File: src/rtl/writeback_queue_if.sv
// Writeback queue bus: execute-side push handshake, bank write port and operand-fetch snoop.
// master drives the queue (execute/bank/fetch side); slave is the queue itself.
interface writeback_queue_if #(
  parameter int unsigned DATA_W = 8,
  parameter int unsigned ADDR_W = 3,
  parameter int unsigned DEPTH  = 4
);
  localparam int unsigned CntW = $clog2(DEPTH) + 1;

  logic              in_valid;
  logic              in_ready;
  logic [ADDR_W-1:0] in_dir;
  logic [DATA_W-1:0] in_data;
  logic              bank_stall;
  logic [ADDR_W-1:0] dir_esc;
  logic [DATA_W-1:0] data;
  logic              signal_esc;
  logic [ADDR_W-1:0] dir_A;
  logic              signal_read;
  logic              fwd_hit;
  logic [DATA_W-1:0] fwd_data;
  logic [CntW-1:0]   count;

  modport master (
    output in_valid, in_dir, in_data, bank_stall, dir_A, signal_read,
    input  in_ready, dir_esc, data, signal_esc, fwd_hit, fwd_data, count
  );

  modport slave (
    input  in_valid, in_dir, in_data, bank_stall, dir_A, signal_read,
    output in_ready, dir_esc, data, signal_esc, fwd_hit, fwd_data, count
  );
endinterface

File: src/rtl/writeback_queue.sv
// Writeback FIFO in front of the scalar register bank, draining one entry per cycle
// into a registered write port and forwarding pending results to operand fetch.
module writeback_queue #(
  parameter int unsigned DATA_W = 8,
  parameter int unsigned ADDR_W = 3,
  parameter int unsigned DEPTH  = 4
) (
  input logic              clk,
  input logic              rst,
  writeback_queue_if.slave bus
);
  localparam int unsigned PtrW = $clog2(DEPTH);
  localparam int unsigned CntW = PtrW + 1;

  logic [ADDR_W-1:0] dir_mem  [DEPTH];
  logic [DATA_W-1:0] data_mem [DEPTH];

  logic [PtrW-1:0]   wr_ptr_q, rd_ptr_q;
  logic [CntW-1:0]   count_q, count_d;
  logic [ADDR_W-1:0] dir_esc_q;
  logic [DATA_W-1:0] data_esc_q;
  logic              signal_esc_q;
  logic              in_ready;
  logic              push, pop;
  logic [PtrW-1:0]   fwd_idx;
  logic              fwd_hit;
  logic [DATA_W-1:0] fwd_data;

  // Ready depends only on registered count, so a same-cycle pop never frees a slot.
  assign in_ready = (count_q < CntW'(DEPTH));
  assign push     = bus.in_valid & in_ready;
  assign pop      = (count_q != '0) & ~bus.bank_stall;

  always_comb begin
    count_d = count_q;
    if (push && !pop) begin
      count_d = count_q + 1'b1;
    end else if (pop && !push) begin
      count_d = count_q - 1'b1;
    end
  end

  always_ff @(posedge clk) begin
    if (push) begin
      dir_mem[wr_ptr_q]  <= bus.in_dir;
      data_mem[wr_ptr_q] <= bus.in_data;
    end
  end

  always_ff @(posedge clk or posedge rst) begin
    if (rst) begin
      wr_ptr_q     <= '0;
      rd_ptr_q     <= '0;
      count_q      <= '0;
      dir_esc_q    <= '0;
      data_esc_q   <= '0;
      signal_esc_q <= 1'b0;
    end else begin
      count_q      <= count_d;
      signal_esc_q <= pop;
      if (push) begin
        wr_ptr_q <= wr_ptr_q + 1'b1;
      end
      if (pop) begin
        rd_ptr_q   <= rd_ptr_q + 1'b1;
        dir_esc_q  <= dir_mem[rd_ptr_q];
        data_esc_q <= data_mem[rd_ptr_q];
      end
    end
  end

  // Oldest candidate first so younger matches overwrite: output register, then head..tail.
  always_comb begin
    fwd_hit  = 1'b0;
    fwd_data = '0;
    fwd_idx  = rd_ptr_q;
    if (signal_esc_q && (dir_esc_q == bus.dir_A)) begin
      fwd_hit  = 1'b1;
      fwd_data = data_esc_q;
    end
    for (int unsigned i = 0; i < DEPTH; i++) begin
      fwd_idx = rd_ptr_q + PtrW'(i);
      if ((CntW'(i) < count_q) && (dir_mem[fwd_idx] == bus.dir_A)) begin
        fwd_hit  = 1'b1;
        fwd_data = data_mem[fwd_idx];
      end
    end
    if (!bus.signal_read) begin
      fwd_hit  = 1'b0;
      fwd_data = '0;
    end
  end

  assign bus.in_ready   = in_ready;
  assign bus.dir_esc    = dir_esc_q;
  assign bus.data       = data_esc_q;
  assign bus.signal_esc = signal_esc_q;
  assign bus.fwd_hit    = fwd_hit;
  assign bus.fwd_data   = fwd_data;
  assign bus.count      = count_q;
endmodule

File: src/flat_wrapper.sv
// flat-port wrapper written by rule: the top's interface ports become plain ports
module writeback_queue_flat 
#(
  parameter int unsigned DATA_W = 8,
  parameter int unsigned ADDR_W = 3,
  parameter int unsigned DEPTH  = 4
)
  (clk, rst, bus_in_valid, bus_in_dir, bus_in_data, bus_bank_stall, bus_dir_A, bus_signal_read, bus_in_ready, bus_dir_esc, bus_data, bus_signal_esc, bus_fwd_hit, bus_fwd_data, bus_count);
  writeback_queue_if #(.DATA_W(DATA_W), .ADDR_W(ADDR_W), .DEPTH(DEPTH)) bus_i ();
  input logic clk;
  input logic rst;
  input wire logic [$bits(bus_i.in_valid)-1:0] bus_in_valid;
  input wire logic [$bits(bus_i.in_dir)-1:0] bus_in_dir;
  input wire logic [$bits(bus_i.in_data)-1:0] bus_in_data;
  input wire logic [$bits(bus_i.bank_stall)-1:0] bus_bank_stall;
  input wire logic [$bits(bus_i.dir_A)-1:0] bus_dir_A;
  input wire logic [$bits(bus_i.signal_read)-1:0] bus_signal_read;
  output wire logic [$bits(bus_i.in_ready)-1:0] bus_in_ready;
  output wire logic [$bits(bus_i.dir_esc)-1:0] bus_dir_esc;
  output wire logic [$bits(bus_i.data)-1:0] bus_data;
  output wire logic [$bits(bus_i.signal_esc)-1:0] bus_signal_esc;
  output wire logic [$bits(bus_i.fwd_hit)-1:0] bus_fwd_hit;
  output wire logic [$bits(bus_i.fwd_data)-1:0] bus_fwd_data;
  output wire logic [$bits(bus_i.count)-1:0] bus_count;
  assign bus_i.in_valid = bus_in_valid;
  assign bus_i.in_dir = bus_in_dir;
  assign bus_i.in_data = bus_in_data;
  assign bus_i.bank_stall = bus_bank_stall;
  assign bus_i.dir_A = bus_dir_A;
  assign bus_i.signal_read = bus_signal_read;
  assign bus_in_ready = bus_i.in_ready;
  assign bus_dir_esc = bus_i.dir_esc;
  assign bus_data = bus_i.data;
  assign bus_signal_esc = bus_i.signal_esc;
  assign bus_fwd_hit = bus_i.fwd_hit;
  assign bus_fwd_data = bus_i.fwd_data;
  assign bus_count = bus_i.count;
  writeback_queue #(.DATA_W(DATA_W), .ADDR_W(ADDR_W), .DEPTH(DEPTH)) u_core (.clk(clk), .rst(rst), .bus(bus_i));
endmodule
File: config.mk
export PLATFORM = sky130hd
export DESIGN_NAME = writeback_queue_flat
export DESIGN_NICKNAME = d
export VERILOG_FILES = /design/src/rtl/writeback_queue_if.sv /design/src/rtl/writeback_queue.sv /design/src/flat_wrapper.sv
export SDC_FILE = /design/constraint.sdc
export NUM_CORES = 1
export LEC_CHECK = 0
export ABC_AREA = 1
export BUFFER_PORTS_ARGS = -buffer_cell sky130_fd_sc_hd__buf_2
export CORE_MARGIN = 5
export CORE_UTILIZATION = 60
export DETAILED_ROUTE_END_ITERATION = 10
export PLACE_DENSITY = 0.82
export SYNTH_ARGS = -nofsm -noshare
export SYNTH_HDL_FRONTEND = slang
export SYNTH_SLANG_ARGS = --single-unit
export TNS_END_PERCENT = 100
File: constraint.sdc
create_clock -name clk -period 2.7 [get_ports clk]
set_clock_uncertainty 0.1 [all_clocks]
set_input_delay 0.81 -clock clk [delete_from_list [all_inputs] [get_ports clk]]
set_output_delay 0.81 -clock clk [all_outputs]
set_load 0.05 [all_outputs]
==> results of run 1 <==
-- layer usage --
layer | routed length (µm) | up-vias | track usage, %
met5 | 0 | - | 0
met4 | 673 | 0 | 13.0
met3 | 1070 | 87 | 5.37
met2 | 6090 | 308 | 44.8
met1 | 5000 | 1978 | 35.2
li1 | - | 1957 | -
-- repair_timing --
item,in CTS,in global routing
gates resized for setup,59,35
pin swaps,16,15
setup endpoints to repair,9,10
buffers inserted,18,0
cloned,6,3
-- flip-flops by register name, summed over array words and instances, names as in the netlist --
register	flops
u_core.data_mem	32
u_core.dir_mem	12
u_core.bus.data	8
u_core.bus.count	3
u_core.bus.dir_esc	3
u_core.rd_ptr_q	2
u_core.wr_ptr_q	2
u_core.bus.signal_esc	1
-- final cells by class --
type / count / area, µm² / area share (%)
Multi-Input combinational cell: 409 / 2460 / 44.7
Sequential cell: 63 / 1800 / 32.6
Timing Repair Buffer: 91 / 666 / 12.1
Inverter: 64 / 260 / 4.72
Clock buffer: 9 / 124 / 2.24
Tap cell: 96 / 120 / 2.18
Clock inverter: 7 / 77.6 / 1.41
Timing Repair inverter: 1 / 7.51 / 0.136
-- placed cells by master, fill, tap and decap left out, drive strengths merged, types with 4 or more instances in the layout --
master	synthesis	final
edfxtp	44	44
dfrtp	19	19
nand2	211	214
a21oi	10	10
nor2	25	29
buf	15	91
inv	64	66
nand3	54	54
ha	9	9
clkbuf	6	9
clkinvlp	0	4
xor2	5	5
xnor2	4	4
o21ai	80	80
-- worst paths after layout --
path                                                endpoint  slack, ps  cells past startpoint
max                                          bus_fwd_data[5]       -640                     13
min                        u_core.bus.dir_esc[1]$_DFFE_PP0P_        440                      2
max reg2reg                u_core.bus.dir_esc[2]$_DFFE_PP0P_       -520                     21
min reg2reg                u_core.bus.dir_esc[1]$_DFFE_PP0P_        440                      2
max in group asynchronous     u_core.rd_ptr_q[0]$_DFFE_PP0P_       1410                      2
min in group asynchronous  u_core.bus.dir_esc[2]$_DFFE_PP0P_        500                      2
-- worst max-delay path: stages (launching register included) --
cell,delay [ps]
dfrtp_2,480
clkinvlp_4,230
nand2_1,120
nand2_1,80
nand2_1,110
nand2_1,100
nand2_2,90
nand2_4,100
nor2_8,190
nand2_8,100
nand3_2,90
nand2_2,70
a21oi_4,150
buf_6,170
-- per-stage QoR --
stage | hold slack [ps] | utilization (%) | cells
floorplan | 480 | - | 550
global placement | 406 | 70.4 | 697
detailed placement | 406 | 70.4 | 697
CTS | 426 | 79.0 | 737
global route | 453 | 81.2 | 740
finish | 443 | 81.2 | 740
-- Yosys cell counts (3+ instances only) --
cell type    n  area, µm²
a21oi_2      9       78.8
buf_2        8       40.0
buf_6        5       56.3
clkbuf_1     6       22.5
dfrtp_1     19        475
edfxtp_1    44       1320
ha_1         9        113
inv_1       61        229
nand2_1    193        724
nand2_2     13       81.3
nand2_4      5       56.3
nand3_1     51        255
nand3_2      3       30.0
nor2_1      18       67.6
nor2_8       4       80.1
o21ai_0     79        395
xnor2_1      4       35.0
xor2_1       5       43.8
-- cells by family after synthesis --
| kind of cell | count (synthesis) |
|---|---|
| flops | 63 |
| buf+inv | 85 |
| fa+ha+maj | 9 |
| simple gates | 292 |
| xor+xnor | 9 |
| compound gates | 92 |
==> results.md, run 1 <==
* Status: complete, but fails checks
* Failing checks: setup timing
* Highest Clock Rate at 0.300 GHz
* Avg Inst Size Synth at 7.63 µm²
* Main flop type after synthesis: edfxtp_1
* Complex-gate fraction of the synthesized area at 11.9%
* Synthesis-to-finish area growth at 31.4%
* Share of layout cells above drive strength 1 at 35.1%
* Minimum clock period at 3340 ps
* First-pass GRT wire length at 18900 µm
* Die X at 93.7 µm
* Initial core utilization at 61.8%
* Grt ovf at 0
* Area post-placement at 4780 µm²
* # port buffers at 43
* Wire per inst at 17.3 µm
* H-tree Lvls at 3
* Worst Setup Start Kind: flip-flop
* Setup Viol. Count Final at 10
* Req. time, crit path at 1790 ps
* Unique masters post-synth at 30
* Die Area at 8770 µm²
* Nets at 667
* HPWL after DPL at 7800 µm
* Setup ws final at -636 ps
* CP Max Fanout at 9
* Clock-pin slew on the worst setup and hold paths at 80 ps
* WP data arrival at 2430 ps
* Rel. slew slack at 44.9%
* Fillers at 378
* Routability Congestion at 0.941
* Post-Synth Adder-Cell Area at 2.68%
* Vias per cell at 5.85
* Total GRT Usage at 27.5%
* Core area at 6790 µm²
* Worst hold path type: flip-flop to flip-flop
* Number of synthesized register bits at 63
* Post-Synth XOR/XNOR Area at 1.88%
* Setup TNS at -6110 ps
* Tcrit/Tclk final at 124%
* Die H at 93.7 µm
* CTS Sinks at 63
* Worst-Skew Late Latency at 350 ps
* Antenna Cells at 0
* RSZ-0062 raised after global routing: yes
* # hold bufs at CTS at 0
* Fin area at 5520 µm²
* Largest family of logic cells by synthesized area: simple AND/OR/NAND/NOR gates
* Final slew viol count at 0
* Async S/R FF share, synth at 30.2%
* Initial antenna violation count at 0
* Mux share of post-synthesis cell area at 0%
* Antenna Nets Post-Route at 0
* CP Launch Point: u_core.rd_ptr_q[0]$_DFFE_PP0P_
* CTS Buf Count at 9
* Pre-CTS setup slack at -422 ps
* Setup CP Type: flip-flop to primary output
* DR vias at 4330
* CP Capture Type: primary output
* Vias in the first global route at 4057
* Max-cap check violation count at 0
* Simple-Gate Fraction of Synth Area at 31.8%
* Worst hold start: u_core.bus.dir_esc[1]$_DFFE_PP0P_
* Mapped Nets at 578
* Max clock buf depth at 2
* Final Hold Fails at 0
* Pin count of the biggest net entering global routing at 33
* Synth Warn # at 0
* Seq/Total Area, Yosys at 42.8%
* TritonRoute pass-1 iters at 6
* Rows at 30
* 1st-iter DRT viols at 575
* Post-Syn Area at 4200 µm²
* Actual slew at the worst max-slew pin at 826 ps
* Ports at 44
* Drc violations at 0
* Number of synthesized flops with an enable pin at 44
* Routed WL at 12800 µm
* Post-Syn Instances at 550
* Reg2Reg Launch Point: u_core.rd_ptr_q[0]$_DFFE_PP0P_
* CTS root buffer: clkbuf_8
* CTS tree: done
Power of run 1 is left out: the tool's default activity adds up to more than one toggle a clock period on the data nets, which glitch-free logic cannot reach.
==> run 2: changes to the inputs <==
- SKIP_LAST_GASP: not set -> 1
==> run 2 against run 1 <==
Against the previous run: the flow still finishes with violations (setup timing); register-to-register slack barely moved; hold slack got worse by 0.79 ps; count of clock-buffer cells in the layout did not move; cell area rose by 0.16%; first-iteration DRC count fell by 5.2%; fmax rose by 0.25%; die area did not move; critical path type unchanged; highest routed layer unchanged.
==> results.md, run 2 (same netlist as run 1, synthesis figures left out) <==
* Status: complete, but fails checks
* Failing checks: setup timing
* Final Hold Fails at 0 (unchanged)
* Max FFs per register at 32 (unchanged)
* CP cell instances: clkinvlp_4 > nand2_2 > nand3_1 > nand2_1 > nand2_1 > nand2_4 > nor2_8 > nand2_2 > nand2_1 > nand3_2 > nand2_2 > a21oi_4 > buf_6
* Ports at 44 (unchanged)
* TritonRoute pass-1 iters at 7 (+1)
* CTS Buf Count at 9 (unchanged)
* Synthesis-to-finish area growth at 31.6%
* Die Area at 8770 µm² (unchanged)
* WP data arrival at 2420 ps (about the same)
* Commonest non-fill, non-tap cell in the layout: nand2_1
* Total GRT Usage at 27.4% (-0.10 points)
* Max incr delay on CP at 470 ps (about the same)
* Die X at 93.7 µm (unchanged)
* DR vias at 4311 (-0.44%)
* Most frequent cells in the layout: nand2_1 (162), o21ai_0 (75), inv_1 (56)
* Grt ovf at 0 (unchanged)
* Pin count of the biggest net entering global routing at 33 (unchanged)
* # hold bufs at CTS at 0 (unchanged)
* Final slew viol count at 0 (unchanged)
* CP Capture Type: primary output
* Crit path max-delay family: simple AND/OR/NAND/NOR gates
* Actual slew at the worst max-slew pin at 799 ps (-27.2 ps)
* Initial core utilization at 61.8% (unchanged)
* Routed WL at 12700 µm (-0.95%)
* Setup ws final at -628 ps (+8.19 ps)
* CTS tree: done
* Routability Congestion at 0.941 (unchanged)
* Highest Clock Rate at 0.301 GHz (+0.25%)
* Initial antenna violation count at 0 (unchanged)
* Setup CP Type: flip-flop to primary output
* Share of layout cells above drive strength 1 at 34.7% (-0.36 points)
* Req. time, crit path at 1790 ps (about the same)
* Core area at 6790 µm² (unchanged)
* Worst-Skew Late Latency at 350 ps (about the same)
* H-tree Lvls at 3 (unchanged)
* Max-cap check violation count at 0 (unchanged)
* HPWL after DPL at 7800 µm (unchanged)
* Tcrit/Tclk final at 123% (-0.30 points)
* Pre-CTS setup slack at -422 ps (unchanged)
* Die H at 93.7 µm (unchanged)
* Rel. slew slack at 46.7% (+1.8 points)
* Setup Viol. Count Final at 10 (unchanged)
* Vias per cell at 5.82 (-0.57%)
* CTS Sinks at 63 (unchanged)
* Max clock buf depth at 2 (unchanged)
* Vias in the first global route at 4056 (-0.025%)
* Worst hold path type: flip-flop to flip-flop
* RSZ-0062 raised after global routing: yes
* CP Max Fanout at 7 (-2)
* Rows at 30 (unchanged)
* Worst Setup Start Kind: flip-flop
* CTS root buffer: clkbuf_8
* Wire per inst at 17.2 µm (-1.1%)
* # port buffers at 43 (unchanged)
* Antenna Nets Post-Route at 0 (unchanged)
* Largest register by flop count: u_core.data_mem
* First-pass GRT wire length at 18900 µm (-0.33%)
* Clock-pin slew on the worst setup and hold paths at 90 ps (about the same)
* 1st-iter DRT viols at 545 (-5.2%)
* Bufs and invs on worst path at 2 (unchanged)
* Antenna Cells at 0 (unchanged)
* Setup TNS at -5730 ps (+376 ps)
* Nets at 668 (+0.15%)
* Drc violations at 0 (unchanged)
* Crit-path slowest cell: dfrtp_2
* Minimum clock period at 3330 ps (-8.19 ps)
## run 2: changes by cell type in the layout (fill, tap and decap cells not counted)
cell     change
nand3_4      +1
inv_6        -1
nand2_4      +1
nand3_1      +1
nand3_2      -2
nand2_2      -1
inv_4        +1
nand2_1      +1
inv_1        +1
inv_2        -1
## run 2: per-layer routing
metal  vias to the layer above  part of all wire [%]  global-route usage, %
li1                       1965                     -                      -
met1                      1949                    39                   35.0
met2                       326                    47                   44.6
met3                        71                   8.5                   5.37
met4                         0                   5.2                   13.0
met5                         -                     0                      0
## run 2: repair_timing
item	4_1_cts	5_1_grt
setup endpoints to repair	9	10
setup buffers	18	0
resized for setup	55	36
pin swaps	16	16
gates cloned	6	4
## run 2: metrics by stage
stage               instances  area, µm²  hold WS (ps)  utilization (%)
floorplan                 550       4350           480                -
global placement          697       4780           406             70.4
detailed placement        697       4780           406             70.4
CTS                       737       5360           426             78.9
global route              741       5530           453             81.4
finish                    741       5530           442             81.4
## run 2: final timing paths
kind | startpoint | end | slack (ps) | cells after the start
hold reg to reg | u_core.bus.dir_esc[0]$_DFFE_PP0P_ | u_core.bus.dir_esc[0]$_DFFE_PP0P_ | 440 | 2
setup reg to reg | u_core.rd_ptr_q[0]$_DFFE_PP0P_ | u_core.bus.dir_esc[2]$_DFFE_PP0P_ | -520 | 21
min in group asynchronous | rst | u_core.bus.dir_esc[2]$_DFFE_PP0P_ | 500 | 2
max in group asynchronous | rst | u_core.rd_ptr_q[0]$_DFFE_PP0P_ | 1440 | 2
hold / removal | u_core.bus.dir_esc[0]$_DFFE_PP0P_ | u_core.bus.dir_esc[0]$_DFFE_PP0P_ | 440 | 2
setup / recovery | u_core.rd_ptr_q[0]$_DFFE_PP0P_ | bus_fwd_data[5] | -630 | 13
## run 2: final cells by class
type | count | area [µm²]
multi-input cells | 410 | 2480
flip-flops and latches | 63 | 1800
fillers | 377 | 1270
repair buffers | 91 | 666
inverters | 64 | 258
clock buffers | 9 | 124
well taps | 96 | 120
clock inverters | 7 | 77.6
repair inverters | 1 | 7.51
## run 2: worst min-delay path: cells and delay by family, from the launching register on
kind | cells | cell delay, ps
flops | 1 | 390
compound gates | 1 | 60
simple gates | 1 | 60
Power of run 2 is left out for the same reason.
==> run 3: changes to the inputs <==
- CORE_UTILIZATION: 60 -> 61
- CTS_BUF_LIST: not set -> sky130_fd_sc_hd__clkbuf_8
- PLACE_DENSITY: 0.82 -> 0.83
==> run 3 against run 2 <==
Against the previous run: the run still ends with setup timing left; wire length is 17% lower; hold slack worse by 16 ps; count of clock-buffer cells in the layout did not move; flip-flop and latch count unchanged; non-clock buffer count is 19 lower; sequential share of layout area increased by 1.9 points; cell area down 5.5%.
==> results.md, run 3 (same netlist as run 1, synthesis figures left out) <==
* Status: complete, but fails checks
* Failing checks: setup timing
* CTS root buffer: clkbuf_8
* CTS tree: done
* CTS Buf Count at 9 (unchanged)
* 1st-iter DRT viols at 474 (-13%)
* Wire per inst at 15.0 µm (-13%)
* Vias in the first global route at 3537 (-13%)
* Sequential cell area at 1800 µm² (about the same)
* Initial antenna violation count at 0 (unchanged)
* Reg2Reg Launch Point: u_core.bus.count[0]$_DFFE_PP0P_
* CP Capture Type: primary output
* Area post-placement at 4740 µm² (-0.89%)
* Share of layout cells above drive strength 1 at 28.2% (-6.5 points)
* CP Launch Point: u_core.rd_ptr_q[0]$_DFFE_PP0P_
* Drc violations at 0 (unchanged)
* Minimum clock period at 3180 ps (-144 ps)
* CTS Sinks at 63 (unchanged)
* Most frequent cells in the layout: nand2_1 (173), o21ai_0 (63), inv_1 (60)
* Routed WL at 10500 µm (-17%)
* Die H at 93.0 µm (-0.74%)
* Nets at 644 (-3.6%)
* Worst hold path type: flip-flop to flip-flop
* Worst Setup Start Kind: flip-flop
* Rel. slew slack at 44.4% (-2.3 points)
* Clock-pin slew on the worst setup and hold paths at 70 ps (-20 ps)
* # port buffers at 43 (unchanged)
* Initial core utilization at 62.1% (+0.34 points)
* RSZ-0062 raised after global routing: yes
* Setup Viol. Count Final at 9 (-1)
* Synthesis-to-finish area growth at 24.4%
* Pin count of the biggest net entering global routing at 33 (unchanged)
* Antenna Nets Post-Route at 0 (unchanged)
* Total GRT Usage at 24.8% (-2.6 points)
* CP Max Fanout at 9 (+2)
* Worst hold start: u_core.bus.dir_esc[1]$_DFFE_PP0P_
* Ports at 44 (unchanged)
* TritonRoute pass-1 iters at 7 (unchanged)
* Max-cap check violation count at 0 (unchanged)
* H-tree Lvls at 3 (unchanged)
* Max FFs per register at 32 (unchanged)
* Max clock buf depth at 2 (unchanged)
* Vias per cell at 5.57 (-4.2%)
* Worst-Skew Late Latency at 350 ps (about the same)
* Die X at 93.0 µm (-0.74%)
* Tcrit/Tclk final at 118% (-5.3 points)
* Setup CP Type: flip-flop to primary output
* Highest Clock Rate at 0.314 GHz (+4.5%)
* Fin area at 5230 µm² (-5.5%)
* HPWL after DPL at 7420 µm (-4.8%)
* Grt ovf at 0 (unchanged)
* Rows at 30 (unchanged)
* Antenna Cells at 0 (unchanged)
* Multi-input logic area at 2330 µm² (-6.0%)
* DR vias at 3906 (-9.4%)
* Largest register by flop count: u_core.data_mem
* Commonest non-fill, non-tap cell in the layout: nand2_1
* Core area at 6760 µm² (-0.55%)
* # hold bufs at CTS at 0 (unchanged)
* Req. time, crit path at 1790 ps (about the same)
* Die Area at 8640 µm² (-1.5%)
* Fillers at 473 (+25%)
* Routability Congestion at 0.947 (+0.66%)
* Final Hold Fails at 0 (unchanged)
* Flop-to-flop setup slack at 620 ps (+1140 ps)
* Setup ws final at -484 ps (+144 ps)
* First-pass GRT wire length at 16800 µm (-11%)
* WP data arrival at 2270 ps (-150 ps)
* Final slew viol count at 0 (unchanged)
* Actual slew at the worst max-slew pin at 833 ps (+33.9 ps)
[run 3: cell count changes in the layout (fill, tap and decap cells not counted), sizes merged]
cell	change
buf	-19
nand2	-4
inv	-2
bufinv	+1
clkinv	+1
nor2	-1
[run 3: layout make-up]
type / count / share of cell area (%)
clock buffer: 9 / 2.37
clock inverter: 7 / 1.82
inverter: 64 / 4.86
multi-input combinational: 405 / 44.6
sequential: 63 / 34.5
tap: 80 / 1.92
timing repair buffer: 72 / 9.89
timing repair inverter: 1 / 0.120
[run 3: final timing paths]
kind,end,cells after the start
min,u_core.bus.dir_esc[1]$_DFFE_PP0P_,2
max,bus_fwd_data[1],12
max in group asynchronous,u_core.rd_ptr_q[1]$_DFFE_PP0P_,2
min reg2reg,u_core.bus.dir_esc[1]$_DFFE_PP0P_,2
min in group asynchronous,u_core.bus.dir_esc[2]$_DFFE_PP0P_,2
max reg2reg,u_core.bus.count[2]$_DFFE_PP0P_,9
[run 3: timing repair]
action / CTS / global route
pin swaps: 3 / 13
setup buffers: 0 / 2
setup endpoints to repair: 9 / 9
gates resized for setup: 35 / 43
gates cloned: 3 / 2
[run 3: layer usage]
metal	global-route usage, %	vias up	wire (µm)
met3	4.55	30	700
met4	11.7	0	285
met5	0	-	0
met2	38.6	186	5030
met1	33.3	1784	4500
li1	-	1906	-
[run 3: worst max-delay path: stages, from the launching register on]
cell and delay, ps:
dfrtp_2 490, buf_6 160, nand2_1 110, nand3_2 110, nand2_4 120, xor2_4 220, nor2_8 70, nand2_4 110
nand2_1 90, inv_1 70, nand2_2 70, a21oi_4 140, buf_6 170
[run 3: metrics by stage]
stage / setup WS, ps / util [%] / TNS, ps / instances / hold WS [ps]
floorplan: -310 / - / -2640 / 550 / 480
global placement: -393 / 70.2 / -3390 / 678 / 405
detailed placement: -444 / 70.2 / -3690 / 678 / 410
CTS: -447 / 75.4 / -3870 / 697 / 429
global route: -583 / 77.3 / -5040 / 701 / 464
finish: -484 / 77.3 / -4100 / 701 / 426
Power of run 3 is left out for the same reason.
